**config.mk**
```make
export PLATFORM = sky130hd
export DESIGN_NAME = sram_arbiter
export DESIGN_NICKNAME = d
export VERILOG_FILES = /design/src/rtl/sram_arbiter_pkg.sv /design/src/rtl/sram_arbiter_rr_pick.sv /design/src/rtl/sram_arbiter.sv
export SDC_FILE = /design/constraint.sdc
export NUM_CORES = 1
export LEC_CHECK = 0
export CAP_MARGIN = 5
export CORE_AREA = 3 3 138 140
export CTS_CLUSTER_DIAMETER = 120
export CTS_CLUSTER_SIZE = 10
export DETAILED_ROUTE_END_ITERATION = 8
export DIE_AREA = 0 0 141 143
export SYNTH_ARGS = -nofsm -noshare
export SYNTH_HDL_FRONTEND = slang
export SYNTH_SLANG_ARGS = --single-unit
```
**constraint.sdc**
```tcl
create_clock -name clk_i -period 4.1 [get_ports clk_i]
set_input_delay 0.615 -clock clk_i [delete_from_list [all_inputs] [get_ports clk_i]]
set_output_delay 0.615 -clock clk_i [all_outputs]
set_load 0.02 [all_outputs]
```
**src/rtl/sram_arbiter_pkg.sv**
```systemverilog
// Shared defaults, FSM encoding and helpers for the buffer SRAM arbiter.
package sram_arbiter_pkg;

  localparam int unsigned DEF_N_REQ        = 4;
  localparam int unsigned DEF_DATA_WIDTH   = 32;
  localparam int unsigned DEF_N_ENTRIES    = 1024;
  localparam int unsigned DEF_DATA_WIDTH_O = 64;
  localparam int unsigned DEF_MAX_BURST    = 8;

  typedef enum logic {
    ST_ARB    = 1'b0,
    ST_LOCKED = 1'b1
  } arb_state_e;

  // Round-robin successor of idx among n requesters.
  function automatic int unsigned rr_next(input int unsigned idx, input int unsigned n);
    return (idx + 1 >= n) ? 0 : idx + 1;
  endfunction

endpackage

```
**src/rtl/sram_arbiter_rr_pick.sv**
```systemverilog
// Round-robin priority selector: first set bit of valid at or after ptr, wrapping at N_REQ-1.
module sram_arbiter_rr_pick #(
  parameter int unsigned N_REQ = 4,
  parameter int unsigned IW    = 2
) (
  input  logic [N_REQ-1:0] valid,
  input  logic [IW-1:0]    ptr,
  output logic [N_REQ-1:0] grant,
  output logic [IW-1:0]    idx,
  output logic             any
);

  always_comb begin
    int unsigned k;
    grant = '0;
    idx   = '0;
    any   = 1'b0;
    k     = 0;
    for (int unsigned i = 0; i < N_REQ; i++) begin
      k = (32'(ptr) + i) % N_REQ;
      if (!any && valid[k]) begin
        any      = 1'b1;
        grant[k] = 1'b1;
        idx      = IW'(k);
      end
    end
  end

endmodule

```
**src/rtl/sram_arbiter.sv**
```systemverilog
// N-way round-robin arbiter for one single-port buffer SRAM with bounded burst lock,
// out-of-range read blocking and a one-cycle read response path.
//
// state     | meaning
// ST_ARB    | round-robin grant from rr_ptr each cycle
// ST_LOCKED | owner holds the grant while valid & lock, up to MAX_BURST beats
module sram_arbiter
  import sram_arbiter_pkg::*;
#(
  parameter int unsigned N_REQ        = DEF_N_REQ,
  parameter int unsigned DATA_WIDTH   = DEF_DATA_WIDTH,
  parameter int unsigned N_ENTRIES    = DEF_N_ENTRIES,
  parameter int unsigned DATA_WIDTH_O = DEF_DATA_WIDTH_O,
  parameter int unsigned MAX_BURST    = DEF_MAX_BURST,
  localparam int unsigned AW          = $clog2(N_ENTRIES),
  localparam int unsigned IW          = $clog2(N_REQ)
) (
  input  logic                        clk_i,
  input  logic                        rst_ni,
  input  logic [N_REQ-1:0]            req_valid_i,
  output logic [N_REQ-1:0]            req_ready_o,
  input  logic [N_REQ-1:0]            req_we_i,
  input  logic [N_REQ-1:0]            req_lock_i,
  input  logic [N_REQ*AW-1:0]         req_addr_i,
  input  logic [N_REQ*DATA_WIDTH-1:0] req_wdata_i,
  output logic [N_REQ-1:0]            rsp_valid_o,
  output logic [DATA_WIDTH_O-1:0]     rsp_rdata_o,
  output logic                        rsp_err_o,
  output logic                        sram_en_o,
  output logic                        sram_we_o,
  output logic [AW-1:0]               sram_addr_o,
  output logic [DATA_WIDTH-1:0]       sram_wdata_o,
  input  logic [DATA_WIDTH_O-1:0]     sram_rdata_i
);

  localparam int unsigned WORDS = DATA_WIDTH_O / DATA_WIDTH;
  localparam int unsigned CW    = $clog2(MAX_BURST + 1);
  localparam logic [AW:0]   LAST_START = (AW + 1)'(N_ENTRIES - WORDS);
  localparam logic [CW-1:0] BURST_MAX  = CW'(MAX_BURST);

  arb_state_e      state_q, state_d;
  logic [IW-1:0]   rr_ptr_q, rr_ptr_d;
  logic [IW-1:0]   owner_q, owner_d;
  logic [CW-1:0]   burst_cnt_q, burst_cnt_d;

  logic [N_REQ-1:0] pick_grant;
  logic [IW-1:0]    pick_idx;
  logic             pick_any;
  logic             hold_lock;
  logic [N_REQ-1:0] grant;
  logic [IW-1:0]    gnt_idx;
  logic             hs;

  logic                  g_we;
  logic                  g_lock;
  logic [AW-1:0]         g_addr;
  logic [DATA_WIDTH-1:0] g_wdata;
  logic                  bad;

  logic          rsp_vld_q;
  logic          rsp_err_q;
  logic [IW-1:0] rsp_id_q;

  sram_arbiter_rr_pick #(
    .N_REQ (N_REQ),
    .IW    (IW)
  ) u_rr_pick (
    .valid (req_valid_i),
    .ptr   (rr_ptr_q),
    .grant (pick_grant),
    .idx   (pick_idx),
    .any   (pick_any)
  );

  // Once the lock condition fails, the same cycle falls back to plain round-robin.
  assign hold_lock = (state_q == ST_LOCKED) && req_valid_i[owner_q] &&
                     req_lock_i[owner_q] && (burst_cnt_q != BURST_MAX);

  always_comb begin
    grant   = '0;
    gnt_idx = pick_idx;
    if (hold_lock) begin
      grant[owner_q] = 1'b1;
      gnt_idx        = owner_q;
    end else if (pick_any) begin
      grant = pick_grant;
    end
    if (!rst_ni) begin
      grant = '0;
    end
  end

  assign req_ready_o = grant;
  assign hs          = |grant;

  assign g_we    = req_we_i[gnt_idx];
  assign g_lock  = req_lock_i[gnt_idx];
  assign g_addr  = req_addr_i[32'(gnt_idx) * AW +: AW];
  assign g_wdata = req_wdata_i[32'(gnt_idx) * DATA_WIDTH +: DATA_WIDTH];

  // A read window must fit entirely inside the array.
  assign bad = hs && !g_we && ({1'b0, g_addr} > LAST_START);

  assign sram_en_o    = hs && !bad;
  assign sram_we_o    = hs && g_we;
  assign sram_addr_o  = hs ? g_addr  : '0;
  assign sram_wdata_o = hs ? g_wdata : '0;

  always_comb begin
    state_d     = state_q;
    rr_ptr_d    = rr_ptr_q;
    owner_d     = owner_q;
    burst_cnt_d = burst_cnt_q;
    if (hold_lock) begin
      burst_cnt_d = burst_cnt_q + CW'(1);
      rr_ptr_d    = IW'(rr_next(32'(owner_q), N_REQ));
    end else begin
      state_d     = ST_ARB;
      burst_cnt_d = '0;
      if (hs) begin
        rr_ptr_d = IW'(rr_next(32'(pick_idx), N_REQ));
        if (g_lock) begin
          state_d     = ST_LOCKED;
          owner_d     = pick_idx;
          burst_cnt_d = CW'(1);
        end
      end
    end
  end

  always_ff @(posedge clk_i or negedge rst_ni) begin
    if (!rst_ni) begin
      state_q     <= ST_ARB;
      rr_ptr_q    <= '0;
      owner_q     <= '0;
      burst_cnt_q <= '0;
    end else begin
      state_q     <= state_d;
      rr_ptr_q    <= rr_ptr_d;
      owner_q     <= owner_d;
      burst_cnt_q <= burst_cnt_d;
    end
  end

  always_ff @(posedge clk_i or negedge rst_ni) begin
    if (!rst_ni) begin
      rsp_vld_q <= 1'b0;
      rsp_err_q <= 1'b0;
      rsp_id_q  <= '0;
    end else begin
      rsp_vld_q <= hs && !g_we;
      rsp_err_q <= bad;
      rsp_id_q  <= gnt_idx;
    end
  end

  always_comb begin
    rsp_valid_o = '0;
    if (rsp_vld_q) begin
      rsp_valid_o[rsp_id_q] = 1'b1;
    end
  end

  assign rsp_err_o   = rsp_vld_q && rsp_err_q;
  assign rsp_rdata_o = (rsp_vld_q && !rsp_err_q) ? sram_rdata_i : '0;

endmodule

```
==> impl_metrics.csv, run 1 <==
group,metric,value,unit
layout,fin_area,8130,um2
placement,gp_congestion,0.867,
worst_setup_path,rr_startpoint,"rr_ptr_q[0]$_DFFE_PN0P_",
synth,yosys-top-cells-count,"73 x and2_1, 59 x nor2_1, 58 x mux2i_1",
sta,fin_crit,3.97,ns
global_routing,grt_usage,18.3,%
synth,synth_seq_cells,13,
floorplan,top_level_ports,363,
layout,drive_gt1_share,20.7,%
placement,place_hpwl,17100,um
floorplan,die-area,20200,um2
clock_network,path_clk_slew,0.04,ns
global_routing,antenna_found_initial,4,
synth,synth_cell_types,53,
synth,synth_top_cell_area_share,16.3,%
synth,yosysMostFrequentCell,"and2_1",
layout,layout.nets,1112,
worst_setup_path,cp_max_fo,7,
placement,dpl_cell_area,7730,um2
floorplan,coreArea,18000,um2
worst_setup_path,r2r-end,"owner_q[1]$_DFFE_PN0P_",
global_routing,first_global_vias,4874,
worst_setup_path,endpoint_kind,"output pin",
synth,postSynth.asyncResetShare,100,%
synth,yosys_most_used_dff,"dfrtp_1",
pwr,ir_drop,0.495,mV
sta,finClkSkew,0.00149,ns
sta,setup_viol_count_final,0,
synth,synth_edf_count,0,
sta,min_period_over_period,96.9,%
routing,ant_nets,0,
clock_network,clk_latency,0.24,ns
layout,area_growth,129,%
pwr,power.density,875,nW/um2
sta,rsz0062_at_grt,"false",
placement,portBuffers,362,
sta,final.setup.tns,0,ns
sta,max_freq,252,MHz
clock_network,cts_tree,"built",
floorplan,die_h,143,um
routing,routed_via_density,4.48,
hold_path,worstHoldStart,"burst_cnt_q[0]$_DFF_PN0_",
worst_setup_path,start_kind,"input port",
hold_path,hold_depth,1,
sta,worst_pin_slew,0.631,ns
global_routing,grt_start_max_net_pins,48,
hold_path,min_to,"burst_cnt_q[0]$_DFF_PN0_",
flow_run,drv_cap,0,
clock_network,cts_hold_buf,0,
synth,yosysTopAreaCell,"mux2i_1",
outcome,status,"completed",
worst_setup_path,cp.required,3.48,ns
global_routing,overflow,0,
worst_setup_path,crit_type,"in2out",
synth,yosysSeqAreaShare,9.15,%
sta,slew_viol_final,0,
routing,drcViolationCount,0,
sta,final_hold_viol_count,0,
routing,wl_per_cell,18.5,um
routing,totalWireLength,20000,um
synth,synth_area_leaders,"mux2i_1 16%, mux2_2 15%, and2_1 13%",
worst_setup_path,crit_arrival,3.36,ns
clock_network,numClockSinks,13,
sta,maxSlewHeadroom,57.8,%
synth,syn_area_per_cell,8.01,um2
global_routing,grt_pass1_wl,28600,um
clock_network,clockBufferDepth,2,
pwr,p_leak,3.46,nW
hold_path,hp-class,"reg2reg",
routing,num_vias,4850,
routing,first_pass_iters,4,
sta,fin_hold_ws,0.527,ns
clock_network,cts_buffers,3,
floorplan,dieWidth,141,um
floorplan,rows,49,
synth,synth_fp_nets,705,
worst_setup_path,r2r_cells,11,
synth,syn-cell-area,3560,um2
worst_setup_path,timing.reg2reg.setup_slack,0.82,ns
floorplan,start_util,19.8,%
clock_network,root_buffer,"clkbuf_16",
synth,postSynthCellCount,444,
synth,ys_warn_count,0,
clock_network,htreeDepth,1,
layout,final_core_util,45.3,%
routing,first_iter_violations,95,
==> how the worst max path moves through the flow <==
stage	endpoint	slack (ns)	depth (start not counted)	from
after floorplan	sram_wdata_o[10]	0.06	13	rr_ptr_q[0]$_DFFE_PN0P_
after global placement	sram_en_o	-0.83	12	req_valid_i[2]
after detailed placement	sram_en_o	-0.88	12	req_valid_i[2]
after CTS	sram_wdata_o[15]	0.005	11	req_valid_i[2]
after global routing	sram_en_o	0.008	13	rr_ptr_q[0]$_DFFE_PN0P_
final	sram_en_o	0.13	12	req_lock_i[0]
==> stage by stage <==
stage          std cells  setup slack (ns)  total power [mW]
2_1_floorplan        444            0.0607              3.95
3_3_place_gp        1055            -0.834              6.79
3_5_place_dp        1055            -0.884              6.76
4_1_cts             1069           0.00506              7.08
5_1_grt             1083           0.00792              7.64
6_report            1083             0.127              7.11
==> logic make-up after synthesis <==
group | share of synthesized area, %
AO/OA/AOI/OAI | 16.5
buffers and inverters | 8.16
multiplexers | 33.6
flip-flops | 9.15
XOR/XNOR | 0.739
adder cells (fa/ha/maj) | 5.28
AND/OR/NAND/NOR | 26.5
==> where the power goes <==
part | internal, mW | switching (mW)
clock | 0.131 | 0.0489
sequential | 0.181 | 0.0433
combinational | 3.25 | 3.46
total | 3.56 | 3.55
==> timing repair <==
action / 4_1_cts / 5_1_grt
setup endpoints to repair: 44 / 41
gates cloned: 2 / 1
buffers inserted: 8 / 9
pin swaps: 6 / 8
resized for setup: 70 / 31
==> registers in the layout, indices dropped and copies added, names as in the netlist <==
register     cells
state_q          1
rsp_id_q         2
rr_ptr_q         2
rsp_vld_q        1
burst_cnt_q      4
rsp_err_q        1
owner_q          2
==> metal layers <==
layer | part of all wire, % | global-route usage, % | vias to the layer above | routed length (um)
li1 | - | - | 2404 | -
met1 | 34 | 18.7 | 2205 | 6790
met2 | 57 | 36.3 | 223 | 11400
met3 | 7.8 | 4.59 | 18 | 1560
met4 | 1.6 | 5.46 | 0 | 312
met5 | 0 | 0 | - | 0
==> layout make-up <==
type | count | area (um2)
repair buffers | 441 | 4290
inverters | 13 | 48.8
fillers | 1797 | 9830
clock buffers | 4 | 78.8
multi-input cells | 379 | 3090
diodes | 4 | 10.0
flip-flops and latches | 13 | 325
well taps | 229 | 287
==> layout by cell type (no fill, tap or decap), drive strengths merged, types with 2 or more instances in the layout <==
cell,Yosys,routed
dlymetal6s2s,0,3
and2,73,73
diode,0,4
xor2,2,2
nand2,10,10
or3,3,3
nor4b,3,3
a211oi,38,38
dfrtp,13,13
a21oi,3,3
clkdlybuf4s50,0,311
ha,15,15
o211ai,4,4
buf,22,84
nor3b,2,2
clkbuf,17,7
a311oi,2,2
a2111oi,2,2
dlygate4sd2,0,37
and3,8,8
and4,2,2
nand3b,2,2
nor2,59,59
or3b,2,2
o31ai,2,2
a31oi,5,5
a211o,2,2
inv,12,12
o21ai,11,11
mux2i,59,59
bufbuf,0,2
mux2,50,50
nor2b,3,3
nor3,4,4
==> critical path: stages <==
cell and delay [ns]:
clkdlybuf4s50_1 0.51, a311oi_1 0.12, or3_4 0.42, a31o_4 0.29
buf_12 0.14, buf_4 0.14, mux2i_1 0.11, mux2_4 0.29
nor4_4 0.26, and4_4 0.27, nor2_2 0.05, buf_6 0.13
(Power assumes the default switching activity.)
==> inputs of run 2 (changes only) <==
--- a/config.mk
+++ b/config.mk
@@ -11,6 +11,8 @@
 export CTS_CLUSTER_SIZE = 10
 export DETAILED_ROUTE_END_ITERATION = 8
 export DIE_AREA = 0 0 141 143
+export GPL_ROUTABILITY_DRIVEN = 0
+export GPL_TIMING_DRIVEN = 0
 export SYNTH_ARGS = -nofsm -noshare
 export SYNTH_HDL_FRONTEND = slang
 export SYNTH_SLANG_ARGS = --single-unit
==> impl_metrics.csv, run 2 (same netlist as run 1, synthesis figures left out) <==
group,metric,value,unit
outcome,status,"completed",
routing,totalWireLength,20800,um
floorplan,dieWidth,141,um
worst_setup_path,endpoint_kind,"output pin",
layout,drive_gt1_share,23.6,%
sta,rsz0062_at_grt,"true",
layout,final_common_cell,"clkdlybuf4s50_1",
worst_setup_path,start_kind,"input port",
worst_setup_path,cp.required,3.48,ns
worst_setup_path,crit_arrival,3.43,ns
worst_setup_path,crit_start,"req_lock_i[0]",
clock_network,path_clk_slew,0.05,ns
global_routing,grt_pass1_wl,28800,um
routing,wl_per_cell,19.4,um
global_routing,antenna_found_initial,1,
routing,first_iter_violations,81,
floorplan,top_level_ports,363,
routing,num_vias,4796,
pwr,p_leak,3.36,nW
layout,mostFrequentLayoutCells,"310 x clkdlybuf4s50_1, 71 x and2_1, 57 x nor2_1",
clock_network,cts_tree,"built",
placement,dp_cells,1035,
layout,final_core_util,44.9,%
sta,fin_crit,4.04,ns
floorplan,die_h,143,um
clock_network,htreeDepth,1,
worst_setup_path,rr_startpoint,"rr_ptr_q[0]$_DFFE_PN0P_",
global_routing,grt_usage,18.6,%
clock_network,root_buffer,"clkbuf_16",
flow_run,drv_cap,0,
sta,layout_setup_ws,0.0596,ns
global_routing,first_global_vias,4747,
routing,ant_nets,0,
sta,maxSlewHeadroom,49.0,%
sta,setup_viol_count_final,0,
routing,drcViolationCount,0,
floorplan,die-area,20200,um2
clock_network,cts_buffers,3,
placement,portBuffers,362,
sta,slew_viol_final,0,
layout,layout.nets,1106,
routing,first_pass_iters,4,
floorplan,coreArea,18000,um2
sta,final_hold_viol_count,0,
clock_network,clockBufferDepth,2,
global_routing,grt_start_max_net_pins,19,
clock_network,numClockSinks,13,
sta,min_period_over_period,98.5,%
layout,final_cell_count_no_fill,1074,
pwr,power.density,904,nW/um2
routing,routed_via_density,4.47,
hold_path,hp-class,"reg2reg",
hold_path,worstHoldStart,"burst_cnt_q[0]$_DFF_PN0_",
layout,largest_register_ffs,4,
clock_network,clk_latency,0.24,ns
pwr,p_total,7.28,mW
sta,finClkSkew,0.00117,ns
worst_setup_path,cp_max_fo,5,
global_routing,overflow,0,
layout,regMostFlops,"burst_cnt_q",
floorplan,rows,49,
placement,dp_slack,-1.41,ns
pwr,ir_drop,0.490,mV
sta,max_freq,247,MHz
placement,place_hpwl,17700,um
layout,area_growth,127,%
sta,worst_pin_slew,0.765,ns
worst_setup_path,crit_type,"in2out",
floorplan,start_util,19.8,%
run 2: per-stage QoR:
stage | TNS [ns] | area, um2 | hold slack [ns]
final | 0 | 8060 | 0.542
after global routing | -0.0632 | 8060 | 0.583
after CTS | -0.0382 | 7890 | 0.544
after detailed placement | -50.65 | 7470 | 0.537
after global placement | -51.82 | 7470 | 0.532
after floorplan | 0 | 3560 | 0.319
run 2: layer usage:
metal	GRT usage, %	routed length (um)	vias to the layer above
met3	4.02	1490	10
met4	2.86	236	0
met5	0	0	-
met2	38.9	11900	219
met1	19.0	7200	2181
li1	-	-	2386
run 2: worst max-delay path, cell delays in order:
cell	delay, ns
clkdlybuf4s50_1	0.51
a311oi_2	0.15
or3_4	0.44
a31o_4	0.27
buf_12	0.13
buf_12	0.14
mux2i_1	0.11
mux2_4	0.31
nor4_4	0.26
and4_4	0.30
nor2_4	0.05
buf_6	0.13
run 2: final timing paths:
check                                      endpoint  slack [ns]  cells after the start
max                                       sram_en_o        0.06                     12
min                        burst_cnt_q[0]$_DFF_PN0_        0.54                      1
max reg2reg                  owner_q[1]$_DFFE_PN0P_        0.89                     13
min reg2reg                burst_cnt_q[0]$_DFF_PN0_        0.54                      1
max in group asynchronous   rr_ptr_q[0]$_DFFE_PN0P_        3.01                      1
min in group asynchronous     rsp_id_q[0]$_DFF_PN0_        0.56                      1
run 2: cell type report:
type | instances | area (um2)
fillers | 1842 | 9910
repair buffers | 399 | 3790
multi-input cells | 379 | 3180
flip-flops and latches | 13 | 327
plain buffers | 36 | 325
well taps | 229 | 287
clock buffers | 4 | 78.8
inverters | 13 | 72.6
diodes | 1 | 2.50
run 2: repair_timing:
item / in CTS / in global routing
gates cloned: 1 / 0
endpoints found under the setup margin: 51 / 37
gates resized for setup: 264 / 31
buffers inserted: 19 / 18
hold buffers: 0 / 0
pin swaps: 13 / 10
run 2: where the power goes:
part / leakage, nW / switching, mW / internal [mW] / total (mW)
registers: 0.164 / 0.0608 / 0.181 / 0.242
clock network: 0.0382 / 0.0526 / 0.131 / 0.184
logic: 3.15 / 3.72 / 3.14 / 6.86
